[src/rtl/datapath_unit_if.sv]
// datapath_unit_if
//   Bundles the control/status bus between the processor control FSM and
//   datapath_unit, plus the data-memory preload port.
//   master : control FSM / loader side (drives controls, observes results)
//   slave  : datapath side (consumes controls, drives results and flags)
//   Parameters: DW word width, RF_AW register-file address width,
//   DM_AW data-memory address width.
interface datapath_unit_if #(
  parameter int DW    = 16,
  parameter int RF_AW = 4,
  parameter int DM_AW = 8
);
  logic [DM_AW-1:0] D_addr;
  logic             D_wr;
  logic             RF_s;
  logic [RF_AW-1:0] RF_W_addr;
  logic             RF_W_en;
  logic [RF_AW-1:0] RF_Ra_addr;
  logic [RF_AW-1:0] RF_Rb_addr;
  logic [2:0]       ALU_s0;
  logic             ld_en;
  logic [DM_AW-1:0] ld_addr;
  logic [DW-1:0]    ld_data;
  logic [DW-1:0]    Ra_data;
  logic [DW-1:0]    Rb_data;
  logic [DW-1:0]    ALU_Q;
  logic [DW-1:0]    mem_rdata;
  logic             flag_z;
  logic             flag_c;
  logic             flag_v;

  modport master (
    output D_addr, D_wr, RF_s, RF_W_addr, RF_W_en, RF_Ra_addr, RF_Rb_addr,
           ALU_s0, ld_en, ld_addr, ld_data,
    input  Ra_data, Rb_data, ALU_Q, mem_rdata, flag_z, flag_c, flag_v
  );

  modport slave (
    input  D_addr, D_wr, RF_s, RF_W_addr, RF_W_en, RF_Ra_addr, RF_Rb_addr,
           ALU_s0, ld_en, ld_addr, ld_data,
    output Ra_data, Rb_data, ALU_Q, mem_rdata, flag_z, flag_c, flag_v
  );
endinterface

[src/rtl/datapath_unit.sv]
// datapath_unit
//   Execution datapath for the processor control FSM: 16x16 register file
//   (2 async read ports, 1 sync write port), 8-function ALU and a 256-word
//   data memory with 1-cycle synchronous read and a preload write port.
//   Ports:
//     clk    rising-edge clock
//     Reset  synchronous reset, active-high (clears RF, mem_rdata, flags;
//            memory contents are kept)
//     dp     datapath_unit_if.slave control/status bus
//   Build option: define DATAPATH_FLAGS_EN to get registered Z/C/V flags
//   updated by ADD/SUB register writes; otherwise the flags are tied to 0.
module datapath_unit #(
  parameter int DW    = 16,
  parameter int RF_AW = 4,
  parameter int DM_AW = 8
) (
  input  logic            clk,
  input  logic            Reset,
  datapath_unit_if.slave  dp
);

  localparam int NREG = 1 << RF_AW;
  localparam int NMEM = 1 << DM_AW;

  logic [DW-1:0] rf_q  [NREG];
  logic [DW-1:0] mem_q [NMEM];
  logic [DW-1:0] mem_rdata_q;
  logic [DW-1:0] a_w;
  logic [DW-1:0] b_w;
  logic [DW-1:0] alu_res;
  logic [DW-1:0] rf_wdata;

  assign a_w = rf_q[dp.RF_Ra_addr];
  assign b_w = rf_q[dp.RF_Rb_addr];

  always_comb begin
    alu_res = '0;
    case (dp.ALU_s0)
      3'b000:  alu_res = '0;
      3'b001:  alu_res = a_w + b_w;
      3'b010:  alu_res = a_w - b_w;
      3'b011:  alu_res = a_w;
      3'b100:  alu_res = a_w & b_w;
      3'b101:  alu_res = a_w | b_w;
      3'b110:  alu_res = a_w ^ b_w;
      default: alu_res = ~a_w;
    endcase
  end

  assign rf_wdata = dp.RF_s ? mem_rdata_q : alu_res;

  // Reads above are combinational off rf_q, so a same-cycle read of the
  // register being written returns the old value.
  always_ff @(posedge clk) begin
    if (Reset) begin
      for (int i = 0; i < NREG; i++) rf_q[i] <= '0;
    end else if (dp.RF_W_en) begin
      rf_q[dp.RF_W_addr] <= rf_wdata;
    end
  end

  // Memory array has no reset; writes are still suppressed while Reset is
  // high. The preload port takes priority over a datapath STORE.
  always_ff @(posedge clk) begin
    if (!Reset) begin
      if (dp.ld_en)     mem_q[dp.ld_addr] <= dp.ld_data;
      else if (dp.D_wr) mem_q[dp.D_addr]  <= a_w;
    end
  end

  // Read-first: on a same-address write the old word is returned.
  always_ff @(posedge clk) begin
    if (Reset) mem_rdata_q <= '0;
    else       mem_rdata_q <= mem_q[dp.D_addr];
  end

  assign dp.Ra_data   = a_w;
  assign dp.Rb_data   = b_w;
  assign dp.ALU_Q     = alu_res;
  assign dp.mem_rdata = mem_rdata_q;

`ifdef DATAPATH_FLAGS_EN
  logic [2:0] flags_q;
  logic [2:0] flags_d;
  logic       flag_upd;
  logic       is_sub;
  logic       add_c;
  logic       add_v;
  logic       sub_v;

  assign flag_upd = dp.RF_W_en && !dp.RF_s &&
                    (dp.ALU_s0 == 3'b001 || dp.ALU_s0 == 3'b010);
  assign is_sub   = dp.ALU_s0[1];

  // Carry into the MSB equals ~result[MSB] whenever the MSB operands differ.
  assign add_c = (a_w[DW-1] & b_w[DW-1]) |
                 ((a_w[DW-1] ^ b_w[DW-1]) & ~alu_res[DW-1]);
  assign add_v = (a_w[DW-1] == b_w[DW-1]) && (alu_res[DW-1] != a_w[DW-1]);
  assign sub_v = (a_w[DW-1] != b_w[DW-1]) && (alu_res[DW-1] != a_w[DW-1]);

  always_comb begin
    flags_d = flags_q;
    if (flag_upd) begin
      flags_d[2] = (alu_res == '0);
      flags_d[1] = is_sub ? (a_w >= b_w) : add_c;
      flags_d[0] = is_sub ? sub_v : add_v;
    end
  end

  always_ff @(posedge clk) begin
    if (Reset) flags_q <= '0;
    else       flags_q <= flags_d;
  end

  assign dp.flag_z = flags_q[2];
  assign dp.flag_c = flags_q[1];
  assign dp.flag_v = flags_q[0];
`else
  assign dp.flag_z = 1'b0;
  assign dp.flag_c = 1'b0;
  assign dp.flag_v = 1'b0;
`endif

endmodule

[src/flat_wrapper.sv]
// flat-port wrapper written by rule: the top's interface ports become plain ports
module datapath_unit_flat 
#(
  parameter int DW    = 16,
  parameter int RF_AW = 4,
  parameter int DM_AW = 8
)
  (clk, Reset, dp_D_addr, dp_D_wr, dp_RF_s, dp_RF_W_addr, dp_RF_W_en, dp_RF_Ra_addr, dp_RF_Rb_addr, dp_ALU_s0, dp_ld_en, dp_ld_addr, dp_ld_data, dp_Ra_data, dp_Rb_data, dp_ALU_Q, dp_mem_rdata, dp_flag_z, dp_flag_c, dp_flag_v);
  datapath_unit_if #(.DW(DW), .RF_AW(RF_AW), .DM_AW(DM_AW)) dp_i ();
  input  logic clk;
  input  logic Reset;
  input wire logic [$bits(dp_i.D_addr)-1:0] dp_D_addr;
  input wire logic [$bits(dp_i.D_wr)-1:0] dp_D_wr;
  input wire logic [$bits(dp_i.RF_s)-1:0] dp_RF_s;
  input wire logic [$bits(dp_i.RF_W_addr)-1:0] dp_RF_W_addr;
  input wire logic [$bits(dp_i.RF_W_en)-1:0] dp_RF_W_en;
  input wire logic [$bits(dp_i.RF_Ra_addr)-1:0] dp_RF_Ra_addr;
  input wire logic [$bits(dp_i.RF_Rb_addr)-1:0] dp_RF_Rb_addr;
  input wire logic [$bits(dp_i.ALU_s0)-1:0] dp_ALU_s0;
  input wire logic [$bits(dp_i.ld_en)-1:0] dp_ld_en;
  input wire logic [$bits(dp_i.ld_addr)-1:0] dp_ld_addr;
  input wire logic [$bits(dp_i.ld_data)-1:0] dp_ld_data;
  output wire logic [$bits(dp_i.Ra_data)-1:0] dp_Ra_data;
  output wire logic [$bits(dp_i.Rb_data)-1:0] dp_Rb_data;
  output wire logic [$bits(dp_i.ALU_Q)-1:0] dp_ALU_Q;
  output wire logic [$bits(dp_i.mem_rdata)-1:0] dp_mem_rdata;
  output wire logic [$bits(dp_i.flag_z)-1:0] dp_flag_z;
  output wire logic [$bits(dp_i.flag_c)-1:0] dp_flag_c;
  output wire logic [$bits(dp_i.flag_v)-1:0] dp_flag_v;
  assign dp_i.D_addr = dp_D_addr;
  assign dp_i.D_wr = dp_D_wr;
  assign dp_i.RF_s = dp_RF_s;
  assign dp_i.RF_W_addr = dp_RF_W_addr;
  assign dp_i.RF_W_en = dp_RF_W_en;
  assign dp_i.RF_Ra_addr = dp_RF_Ra_addr;
  assign dp_i.RF_Rb_addr = dp_RF_Rb_addr;
  assign dp_i.ALU_s0 = dp_ALU_s0;
  assign dp_i.ld_en = dp_ld_en;
  assign dp_i.ld_addr = dp_ld_addr;
  assign dp_i.ld_data = dp_ld_data;
  assign dp_Ra_data = dp_i.Ra_data;
  assign dp_Rb_data = dp_i.Rb_data;
  assign dp_ALU_Q = dp_i.ALU_Q;
  assign dp_mem_rdata = dp_i.mem_rdata;
  assign dp_flag_z = dp_i.flag_z;
  assign dp_flag_c = dp_i.flag_c;
  assign dp_flag_v = dp_i.flag_v;
  datapath_unit #(.DW(DW), .RF_AW(RF_AW), .DM_AW(DM_AW)) u_core (.clk(clk), .Reset(Reset), .dp(dp_i));
endmodule
[config.mk]
export PLATFORM = sky130hd
export DESIGN_NAME = datapath_unit_flat
export DESIGN_NICKNAME = d
export VERILOG_FILES = /design/src/rtl/datapath_unit_if.sv /design/src/rtl/datapath_unit.sv /design/src/flat_wrapper.sv
export SDC_FILE = /design/constraint.sdc
export NUM_CORES = 2
export LEC_CHECK = 0
export BUFFER_PORTS_ARGS = -buffer_cell sky130_fd_sc_hd__buf_2
export CAP_MARGIN = 10
export CORE_MARGIN = 2
export CORE_UTILIZATION = 35
export DETAILED_ROUTE_END_ITERATION = 12
export SLEW_MARGIN = 15
export SYNTH_ARGS = -nofsm -noshare
export SYNTH_HDL_FRONTEND = slang
export SYNTH_MEMORY_MAX_BITS = 65536
export SYNTH_SLANG_ARGS = --single-unit
export TNS_END_PERCENT = 50
[constraint.sdc]
create_clock -name clk -period 8.5 [get_ports clk]
set_input_delay 0.425 -clock clk [delete_from_list [all_inputs] [get_ports clk]]
set_output_delay 0.425 -clock clk [all_outputs]
set_load 0.05 [all_outputs]
; Yosys cells after proc, flatten, opt, wreduce, memory -nomap -nowiden
; Memory sizes are Yosys's and may differ from the RTL's. A register that Yosys moved wholly into a read port is not among the register bits.
; Index checks and enable logic that the tools add are counted.
[totals]
latchBits = 0
elab_cells = 37
ram_bits = 4352
in_bits = 53
reg_bits = 0
mem_bits_ro = 0
memories = 2
[mem_list]
columns = name, depth, word_bits, rd, rd_clocked_by_memory_dff, write_ports, line_no
row1 = u_core.mem_q, 256, 16, 1, 1, 1, datapath_unit.sv:26  ; logic [DW-1:0] mem_q [NMEM];
row2 = u_core.rf_q, 16, 16, 2, 0, 16, datapath_unit.sv:25  ; logic [DW-1:0] rf_q [NREG];
[classes]
bitwise = 4
mul = 0
div_mod_pow = 0
n_shift = 0
reduce_logical = 3
eq_ne = 6
addsub = 2
order_cmp = 0
n_mux = 20
[op_table]
columns = operator, count
row1 = $pmux 16 s7, 1
row2 = $mux 16, 3
row3 = $reduce_or 16->1, 2
row4 = $add 16x16->16, 1
row5 = $and 16x16->16, 1
row6 = $not 16->16, 1
row7 = $or 16x16->16, 1
row8 = $sub 16x16->16, 1
row9 = $xor 16x16->16, 1
row10 = $mux 1, 14
row11 = $eq 3x3->1 const B, 3
row12 = $mux 8, 1
row13 = $eq 3x2->1 const B, 2
row14 = $mux 4, 1
row15 = $eq 3x1->1 const B, 1
row16 = $logic_not 3->1, 1

; Depth between registers and ports, before layout
[logic_depth]
depth_word = 6
depth_mapped = 24
mapped_depth_nobuf = 19

; Worst setup path after synthesis
; Ideal clock, no wire load.
[synth_timing]
path_type = input -> output
start = in dp_RF_Rb_addr[1]
end = out dp_ALU_Q[13]
path_stages = 22
t_required_ns = 8.075
arrival_ns = 6.359
slack_ns = 1.716
n_path_buf = 3
path_cell_list = buf_2 > buf_2 > buf_2 > nor2_1 > a221oi_1 > nor2_1 > o21ai_0 > inv_1 > ha_1 > nand2_1 > o21ai_0 > inv_1 > ha_1 > nor2b_1 > o21a_1 > o21ai_0 > a2111oi_0 > or3_1 > and3_1 > o31ai_1 > nor2_1 > a21oi_1
[synth_between]
elab_chain_cells = 3
elab_cells_between_ends = 7
classes_between = add/sub (2) / mux (1) / bitwise (3) / memory (1)
[synth_lines]
columns = item, line_no
row1 = from (decl), flat_wrapper.sv:18  ; input wire logic [$bits(dp_i.RF_Rb_addr)-1:0] dp_RF_Rb_addr;
row2 = $mem_v2 16x16 (*), -
row3 = via dp_Rb_data[1], flat_wrapper.sv:24  ; output wire logic [$bits(dp_i.Rb_data)-1:0] dp_Rb_data;
row4 = $sub 16x16->16 or $add 16x16->16 (tied branches), "datapath_unit.sv:41, datapath_unit.sv:40"
row5 = $pmux 16 s7 (*), datapath_unit.sv:38  ; case (dp.ALU_s0)
row6 = to (decl), flat_wrapper.sv:25  ; output wire logic [$bits(dp_i.ALU_Q)-1:0] dp_ALU_Q;
; The timed path passes the listed nets; every way through them passes the cells marked *.

; Worst setup path after layout
[layout_timing]
start = in dp_RF_Rb_addr[1]
end = out dp_ALU_Q[15]
[layout_between]
elab_chain_cells = 3
elab_cells_between_ends = 7
classes_between = add/sub (2) / mux (1) / bitwise (3) / memory (1)
[layout_lines]
columns = item, line_no
row1 = $mem_v2 16x16 (*), -
row2 = $sub 16x16->16 (tied with other cells), datapath_unit.sv:41  ; 3'b010: alu_res = a_w - b_w;
row3 = $pmux 16 s7 (*), datapath_unit.sv:38
; Mark *: on every way between the ends. The rest lies on a longest branch, timed or not.

==> flow_metrics.tcl <==
set metrics [dict create \
    status "completed" \
    grt_max_degree 147 \
    hold_buffers 5 \
    num_rows 258 \
    wl_mm 437 \
    wl_met2_mm 207 \
    cts_tree "yes" \
    dr_total_vias 81300 \
    drtIter0Drc 9879 \
    drc_errors 0 \
    initial_utilization_pct 35.1 \
    relSlewSlack_pct 15.9 \
    cpMaxStageDelayCell "a2111oi_1" \
    post_cts_buffers 0 \
    top_layer "met5" \
    reg2reg_slack_ns 2.05 \
    drive_gt1_share_pct 32.5 \
    ys_async_sr_fraction_pct 0 \
    clock-root-buffer "clkbuf_16" \
    clkTransAtPathRegs_ns 0.06 \
    stdcell_count 14800 \
    portBuffers 116 \
    wl_met1_mm 180 \
    crit_path_max_fanout 29 \
    ys_types 65 \
    syn_to_final_growth_pct 14.4 \
    ir_worst_vdd_mv 0.172 \
    placed_area_um2 183000 \
    fmax_mhz 137 \
    path_buf_inv 4 \
    hold_path_end "u_core.mem_q[34][7]$_DFFE_PP_" \
    gr-usage-all-layers_pct 17.2 \
    period_minus_slack_ns 7.29 \
    wl_met3_mm 35.9 \
    ctsResizeCount 0 \
    fin_total_pwr_w 0.0463 \
    required_ns 8.08 \
    hold_class "in -> reg" \
    tns_ns 0 \
    ys_top_cells_by_area "edfxtp_1, mux4_2, nor2_1, clkbuf_1, ha_1" \
    htree_levels 5 \
    synth-seq-cells 4368 \
    slew_viol_final 0 \
    numClockSinks 4368 \
    clk_latency_ns 1.02 \
    rsz0062_at_grt "false" \
    synth_edf_count 4352 \
    timing.final.crit_share_pct 85.8 \
    yosys.area.top_type "edfxtp_1" \
    cts_buffers 437 \
    fillers 42800 \
    setup_viol 0 \
    fin_area_um2 198000 \
    finalHoldViolations 0 \
    ys_seq_area_share_pct 75.8 \
    io-pin-count 120 \
    die-width_um 707 \
    dp_hpwl_mm 265 \
    crit_arrival_ns 6.87 \
    layout.nets 8075 \
    start_kind "primary input" \
    dp_cells 14000 \
    die-area_um2 499000 \
    clk_path_buf_depth 4 \
    fin_worst_skew_ns 0.0960 \
    r2r_end "u_core.rf_q[14][15]$_SDFFCE_PN0P_" \
    tightest_slew_ns 1.26 \
    synth_area_per_cell_um2 23.2 \
    cp-end-kind "output port" \
    wire_per_inst_um 29.4 \
    hold_path_depth 2 \
    routabilityCongestion 0.878 \
    p_per_area_nw_per_um2 234 \
    timing.rr.start "u_core.rf_q[10][3]$_SDFFCE_PN0P_" \
    grt_pass1_vias 83100 \
    critPathMaxStageDelay_ns 0.83 \
    path_class "in -> out" \
    overflow 0 \
    drt_first_pass_iters 6 \
    synth_top_area_share_pct 75.6 \
    maxCapViolCount 0 \
    syn-instance-count 7448 \
    r2r_cells 16 \
    antenna_found_initial 35 \
    netlist_area_um2 173000 \
    min-delay-start "dp_ld_data[7]" \
    yosysWarnings 0 \
    synth_top_flop_cell "edfxtp_1" \
    via_per_inst 5.48 \
    core-area_um2 493000 \
    crit_path_cell_trace "buf_2, buf_4, mux4_2, a22o_1, a221oi_1, buf_4, nand4b_1, nand2b_1, o31ai_1, xnor2_1, ha_1, nand2_1, a2111oi_1, or3_1, a41o_1, o21a_1, o21ai_1, nand2_1, buf_2" \
    ant_nets 0 \
    die_h_um 707 \
    path_delay_family "compound AO/OA/AOI/OAI gates" \
    grt_first_pass_wirelength_mm 624 \
    p_leak_nw 61.2 \
]
## cell usage after synthesis, types with 12 or more instances
master and n:
edfxtp_1 4352, ha_1 48, nor3_1 13, a21oi_1 81
o31ai_1 15, buf_1 98, nor2b_1 30, nand2b_1 27
nor2_1 491, a221oi_1 12, o21ai_0 44, xnor2_1 14
dfxtp_1 16, nand3_1 21, nand2_1 102, mux2i_1 37
mux4_2 1505, buf_2 31, clkbuf_1 306, mux2_2 21
inv_1 44
## cell families (layout without fill, tap and decap cells)
kind of cell	Yosys count	after routing	synth area share, %
XOR/XNOR	16	16	0.0811
flip-flops	4368	4368	75.8
other	1	22	0.00217
adder cells (fa/ha/maj)	49	49	0.359
buffers and inverters	490	1361	1.12
multiplexers	1564	1564	20.0
AO/OA/AOI/OAI	224	224	0.821
AND/OR/NAND/NOR	736	736	1.81
## cell usage in the layout, fill, tap and decap left out, types with 27 or more instances in the layout
cell       instances
mux2i_1           37
o21ai_0           44
clkbuf_1          64
clkbuf_16        439
bufinv_16         43
a21oi_1           81
nor2_1           485
clkinv_2          87
nor2b_1           30
nand2b_1          27
clkinv_1          95
inv_1             44
edfxtp_1        4352
buf_4            385
mux4_2          1505
nand2_1          102
ha_1              48
buf_2            108
## state kept, by name, indices dropped and copies added (netlist names)
name and cells:
u_core.dp.mem_rdata 16, u_core.mem_q 4096, u_core.rf_q 256
## layout make-up
class	instances	area [µm²]	share of cell area [%]
clock buffers	503	11200	5.68
multi-input cells	2592	40100	20.3
clock inverters	284	2870	1.45
diodes	19	47.5	0.0241
well taps	6500	8130	4.12
flip-flops and latches	4368	131000	66.3
inverters	46	173	0.0874
repair buffers	528	4010	2.03
## worst max path at each step
| stage | startpoint | depth (start not counted) | end | slack [ns] |
|---|---|---|---|---|
| floorplan | dp_RF_Rb_addr[1] | 22 | dp_ALU_Q[13] | 1.72 |
| global placement | dp_RF_Rb_addr[1] | 18 | u_core.rf_q[14][15]$_SDFFCE_PN0P_ | 1.10 |
| detailed placement | dp_RF_Rb_addr[1] | 19 | u_core.rf_q[11][15]$_SDFFCE_PN0P_ | 1.14 |
| CTS | dp_RF_Rb_addr[1] | 19 | dp_ALU_Q[15] | 1.40 |
| global route | dp_RF_Rb_addr[1] | 19 | dp_ALU_Q[14] | 1.12 |
| finish | dp_RF_Rb_addr[1] | 19 | dp_ALU_Q[15] | 1.21 |
## report_power, final
group	total (W)	internal (W)	switching (W)
Clock	0.0190	0.0108	0.00819
Combinational	0.00330	0.00112	0.00218
Sequential	0.0240	0.0240	0.0000648
Total	0.0463	0.0359	0.0104
## per-layer routing
layer  vias up  global-route usage [%]
li1      32900                       -
met1     44200                    24.0
met2      3445                    27.2
met3       712                    3.64
met4        20                    5.33
met5         -                       0
## through the flow
stage          hold slack, ns  setup WS [ns]  utilization [%]
2_1_floorplan           0.733           1.72                -
3_3_place_gp            0.748           1.10             37.2
3_5_place_dp            0.759           1.14             37.2
4_1_cts               0.00344           1.40             40.1
5_1_grt                0.0376           1.12             40.1
6_report               0.0757           1.21             40.1
(Power assumes the default switching activity.)
